==> src/rtl/pipe_ctrl_pkg.sv <==
// Shared definitions for the pipeline sequencing controller.
package pipe_ctrl_pkg;

  // Per-register stall vectors: [0]=pc [1]=if_id [2]=id_ex [3]=ex_mem [4]=mem_wb [5]=wb
  localparam logic [5:0] StallNone = 6'b000000;
  localparam logic [5:0] StallId   = 6'b000111;
  localparam logic [5:0] StallEx   = 6'b001111;
  localparam logic [5:0] StallMem  = 6'b011111;

  // Default redirect target for exceptions.
  localparam logic [31:0] ExcVector = 32'hBFC00380;

  // Divider handshake state.
  typedef enum logic {
    RUN      = 1'b0,
    DIV_WAIT = 1'b1
  } state_e;

endpackage

==> src/rtl/pipe_ctrl_timeout.sv <==
// MEM bus-timeout detector: counts consecutive MEM stall cycles and emits a
// one-cycle bus_err pulse on every BUS_TIMEOUT-th cycle of a persisting stall.
module pipe_ctrl_timeout
  import pipe_ctrl_pkg::*;
#(
  parameter int unsigned BUS_TIMEOUT = 255
) (
  input  logic clk,
  input  logic rst,
  input  logic stallreq_mem,
  input  logic flush,
  output logic bus_err
);

  localparam int unsigned CntW = (BUS_TIMEOUT > 2) ? $clog2(BUS_TIMEOUT) : 1;
  localparam logic [CntW-1:0] CntLast = CntW'(BUS_TIMEOUT - 1);

  logic [CntW-1:0] cnt_d, cnt_q;

  // Next count and timeout pulse; a flush abandons the pending access.
  always_comb begin
    cnt_d   = '0;
    bus_err = 1'b0;
    if (!rst && stallreq_mem && !flush) begin
      if (cnt_q == CntLast) begin
        bus_err = 1'b1;
      end else begin
        cnt_d = cnt_q + 1'b1;
      end
    end
  end

  // Timeout counter register.
  always_ff @(posedge clk) begin
    if (rst) begin
      cnt_q <= '0;
    end else begin
      cnt_q <= cnt_d;
    end
  end

endmodule

==> src/rtl/pipe_ctrl.sv <==
// Pipeline sequencing controller: merges stall requests into a per-register
// stall vector, runs the divider handshake, issues flush/redirect on
// exception or ERET, and counts stalled cycles.
module pipe_ctrl
  import pipe_ctrl_pkg::*;
#(
  parameter logic [31:0] EXC_VECTOR  = ExcVector,
  parameter int unsigned BUS_TIMEOUT = 255,
  parameter int unsigned CNT_W       = 32
) (
  input  logic             clk,
  input  logic             rst,
  input  logic             stallreq_id,
  input  logic             stallreq_mem,
  input  logic             div_req,
  input  logic             div_ready,
  input  logic             exc_valid,
  input  logic             eret_valid,
  input  logic [31:0]      cp0_epc,
  output logic [5:0]       stall,
  output logic             flush,
  output logic [31:0]      flush_pc,
  output logic             div_start,
  output logic             div_cancel,
  output logic             bus_err,
  output logic [CNT_W-1:0] stall_cnt
);

  state_e           state_d, state_q;
  logic [CNT_W-1:0] stall_cnt_d, stall_cnt_q;

  // Flush/redirect, stall priority mux and divider FSM next state.
  always_comb begin
    state_d    = state_q;
    stall      = StallNone;
    flush      = 1'b0;
    flush_pc   = '0;
    div_start  = 1'b0;
    div_cancel = 1'b0;
    if (!rst) begin
      flush = exc_valid | eret_valid;
      if (exc_valid) begin
        flush_pc = EXC_VECTOR;
      end else if (eret_valid) begin
        flush_pc = cp0_epc;
      end
      unique case (state_q)
        RUN: begin
          if (flush) begin
            stall = StallNone;
          end else if (stallreq_mem) begin
            stall = StallMem;
          end else if (div_req) begin
            div_start = 1'b1;
            stall     = StallEx;
            state_d   = DIV_WAIT;
          end else if (stallreq_id) begin
            stall = StallId;
          end
        end
        DIV_WAIT: begin
          if (flush) begin
            div_cancel = 1'b1;
            state_d    = RUN;
          end else begin
            // Once the result arrives the EX hold is released in the same
            // cycle, so a pending ID request falls through to its own vector.
            if (div_ready) begin
              state_d = RUN;
            end
            if (stallreq_mem) begin
              stall = StallMem;
            end else if (!div_ready) begin
              stall = StallEx;
            end else if (stallreq_id) begin
              stall = StallId;
            end
          end
        end
        default: state_d = RUN;
      endcase
    end
  end

  // Performance counter next value: count every cycle the PC is held.
  always_comb begin
    stall_cnt_d = stall_cnt_q;
    if (stall[0]) begin
      stall_cnt_d = stall_cnt_q + CNT_W'(1);
    end
  end

  // State and counter registers.
  always_ff @(posedge clk) begin
    if (rst) begin
      state_q     <= RUN;
      stall_cnt_q <= '0;
    end else begin
      state_q     <= state_d;
      stall_cnt_q <= stall_cnt_d;
    end
  end

  assign stall_cnt = stall_cnt_q;

  pipe_ctrl_timeout #(
    .BUS_TIMEOUT(BUS_TIMEOUT)
  ) u_timeout (
    .clk         (clk),
    .rst         (rst),
    .stallreq_mem(stallreq_mem),
    .flush       (flush),
    .bus_err     (bus_err)
  );

endmodule
==> config.mk <==
export PLATFORM = sky130hd
export DESIGN_NAME = pipe_ctrl
export DESIGN_NICKNAME = d
export VERILOG_FILES = /design/src/rtl/pipe_ctrl_pkg.sv /design/src/rtl/pipe_ctrl_timeout.sv /design/src/rtl/pipe_ctrl.sv
export SDC_FILE = /design/constraint.sdc
export NUM_CORES = 1
export LEC_CHECK = 0
export ABC_AREA = 1
export BUFFER_PORTS_ARGS = -buffer_cell sky130_fd_sc_hd__buf_2
export CAP_MARGIN = 20
export CORE_MARGIN = 2
export CORE_UTILIZATION = 30
export CTS_CLUSTER_DIAMETER = 40
export CTS_CLUSTER_SIZE = 8
export DETAILED_ROUTE_END_ITERATION = 12
export GPL_TIMING_DRIVEN = 0
export PLACE_DENSITY = 0.65
export SLEW_MARGIN = 20
export SYNTH_ARGS = -nofsm -noshare
export SYNTH_HDL_FRONTEND = slang
export SYNTH_SLANG_ARGS = --single-unit
==> constraint.sdc <==
create_clock -name clk -period 3 [get_ports clk]
set_input_delay 0.9 -clock clk [delete_from_list [all_inputs] [get_ports clk]]
set_output_delay 0.9 -clock clk [all_outputs]
set_load 0.01 [all_outputs]
==> impl_metrics.csv <==
group,metric,value,unit
clocking,cts_resized,0,
sta,slew-limit-headroom,0.657,
detailed_routing,drt_drc_violations_left,0,
yosys,synth-warning-count,0,
sta,setup-violations-final,0,
clocking,cts_buffers,5,
pwr,power.internal,0.768,mW
floorplan,initial_utilization,0.307,
yosys,seq_area_frac_synth,0.309,
sta,tightest_slew,515,ps
detailed_routing,finalWirelength,7480,µm
floorplan,floorplan.core_area,8640,µm²
pwr,cellLeakagePower,1.72,nW
worst_setup_path,delay_of_the_slowest_critical_path_stage,160,ps
pwr,power_density,305,nW/µm²
cells_and_area,layout_commonest_cell,"buf_2",
cells_and_area,design_area,3440,µm²
pwr,sequentialPowerShare,0.522,
cells_and_area,final_cell_mix,"114 x buf_2, 108 x nor2_1, 94 x nand2_1, 60 x inv_1, 41 x dfxtp_1",
clocking,ctsLongestPathBuffers,2,
worst_setup_path,worstSetupEndpointType,"output port",
place,hpwl,5960,µm
detailed_routing,detail_route.wl_per_cell,11.3,µm
global_routing,first_pass_grt_wire_length,12500,µm
yosys,synth-seq-cells,41,
clocking,htree_levels,2,
sta,clock.fmax,348,MHz
worst_setup_path,cp_cell_sequence,"buf_2, nor2_2, inv_2, nor2_4, inv_2, nor2_8, buf_6, buf_4, buf_2",
floorplan,ios,114,
worst_setup_path,worst-path-max-fanout,12,
worst_setup_path,startpoint_type_of_the_worst_setup_path,"input port",
sta,shortest_clock_period_the_worst_path_allows_after_layout,2870,ps
worst_setup_path,critPathBufInv,6,
run,maxCapViolCount,0,
yosys,synth.cell_area,2650,µm²
worst_setup_path,worstPathRequired,2100,ps
sta,final_min_period_over_clock_period,0.958,
cells_and_area,net_count_reported_at_finish,597,
pwr,totalPowerFinal,1.05,mW
clocking,cts_hold_buf,0,
place,buffer_ports.inserted,112,
sta,maxSlewViolCount,0,
global_routing,grt_antenna_before_repair,0,
outcome,outcome,"finished, final reports clean",
detailed_routing,dr_total_vias,3038,
pwr,swShare,0.267,
yosys,netlist-cell-type-count,34,
floorplan,number_of_placement_rows,34,
place,detailedPlace.worstSlack,-0.518,ps
worst_setup_path,arrival,1970,ps
worst_setup_path,critical_path.top_delay_family,"buffers and inverters",
pwr,ir_worst_vdd,0.135,mV
cells_and_area,syn_to_final_growth,29.8,%
clocking,cts_root_buf,"clkbuf_8",
global_routing,vias_in_the_first_global_route,2744,
detailed_routing,drt_pre_antenna_iters,4,
floorplan,die_x,98.0,µm
sta,finClkSkew,18.7,ps
clocking,cts_sinks,41,
hold_path,worst_hold_path_type,"register to register",
sta,hold_ws,469,ps
pwr,comb_power_share,0.133,
yosys,synthCells,434,
place,detailed_place.area,3350,µm²
yosys,post_synth.cell_area_avg,6.11,µm²
yosys,synthesis.nets,477,
global_routing,global_route.overflow_total,0,
sta,fin_setup_tns,0,ps
cells_and_area,diodes,0,
sta,hold_viol_final,0,
detailed_routing,detail_route.iter0.violations,129,
global_routing,grt_start_max_net_pins,13,
pwr,clock_power_share,0.345,
clocking,cts.reportedPaths.clkPinSlew,80,ps
global_routing,grt_util_all_layers,0.154,
place,finalWeightedCongestion,0.809,
clocking,cts_tree,"done",
cells_and_area,drive_gt1_frac,0.274,
worst_setup_path,cpMaxStageDelayCell,"buf_6",
sta,timing.final.ws_setup,126,ps
clocking,clock_insertion_delay_worst_skew,290,ps
floorplan,die_h,98.0,µm
sta,grt_setup_unrepaired,"false",
detailed_routing,vias_per_cell,4.58,
floorplan,floorplan.die_area,9610,µm²
worst_setup_path,path_class,"input port to output port",
detailed_routing,drtAntennaViolNets,0,
pwr,switching_power,0.280,mW
==> routing by layer <==
layer	vias up	track usage	part of all wire
met5	-	0	0
met2	121	0.278	0.48
li1	1581	-	-
met4	0	0.0288	0.0036
met1	1334	0.188	0.44
met3	2	0.0336	0.068
==> flip-flops by register name (all words and copies together) (netlist names) <==
signal and flops:
stall_cnt 32, state_q 1, u_timeout.cnt_q 8
==> cell families (layout without fill, tap and decap cells) <==
family | count (synthesis) | after routing | share of synthesized area
buffers and inverters | 76 | 197 | 0.118
AO/OA/AOI/OAI | 26 | 26 | 0.0528
flip-flops | 41 | 41 | 0.309
XOR/XNOR | 7 | 7 | 0.0231
other | 1 | 1 | 0.00141
adder cells (fa/ha/maj) | 3 | 3 | 0.0142
AND/OR/NAND/NOR | 280 | 280 | 0.481
==> metrics by stage <==
stage / std cells / utilization
floorplan: 434 / -
global placement: 654 / 0.388
detailed placement: 654 / 0.388
CTS: 662 / 0.397
global route: 663 / 0.399
finish: 663 / 0.399
==> cell usage after synthesis (all sizes together) <==
| cell | n | area (µm²) |
|---|---|---|
| nor3 | 15 | 91.3 |
| nand4 | 14 | 87.6 |
| o21ai | 5 | 25.0 |
| ha | 3 | 37.5 |
| o21bai | 1 | 7.51 |
| nand3b | 2 | 15.0 |
| inv | 63 | 236 |
| nor4 | 1 | 6.26 |
| clkbuf | 5 | 18.8 |
| conb | 1 | 3.75 |
| dfxtp | 41 | 821 |
| nor2 | 122 | 546 |
| o21a | 1 | 7.51 |
| o211ai | 1 | 7.51 |
| xnor2 | 3 | 26.3 |
| a21oi | 17 | 85.1 |
| nand3 | 27 | 140 |
| xor2 | 4 | 35.0 |
| nand2 | 99 | 389 |
| a21o | 1 | 7.51 |
| buf | 8 | 58.8 |
==> power groups by stage <==
stage	combinational (mW)	clock, mW	sequential [mW]
4_1_cts	0.140	0.373	0.548
6_report	0.139	0.362	0.548
2_1_floorplan	0.0746	0	0.561
5_1_grt	0.156	0.389	0.548
3_5_place_dp	0.139	0	0.560
3_3_place_gp	0.138	0	0.560
==> worst paths after layout <==
check                           slack [ps]                       endpoint  depth (start not counted)                           from
worst min register to register         470  u_timeout.cnt_q[0]$_SDFF_PP0_                          1  u_timeout.cnt_q[0]$_SDFF_PP0_
worst min-delay path                   470  u_timeout.cnt_q[0]$_SDFF_PP0_                          1  u_timeout.cnt_q[0]$_SDFF_PP0_
worst max-delay path                   130                       stall[1]                          9                      exc_valid
worst max register to register        1300     stall_cnt[28]$_SDFFE_PP0P_                         10      stall_cnt[1]$_SDFFE_PP0P_
==> final cells by class <==
class	instances	area (µm²)
Clock buffer	7	76.3
Multi-Input combinational cell	317	1520
Buffer	12	73.8
Sequential cell	41	821
Fill cell	946	5190
Tap cell	108	135
Clock inverter	1	7.51
Inverter	63	236
Timing Repair Buffer	114	576
==> what timing repair did <==
item | CTS | global route
pin swaps | 1 | 1
buffers inserted | 0 | 2
setup endpoints to repair | 2 | 12
Power figures use the tool's default switching activity.
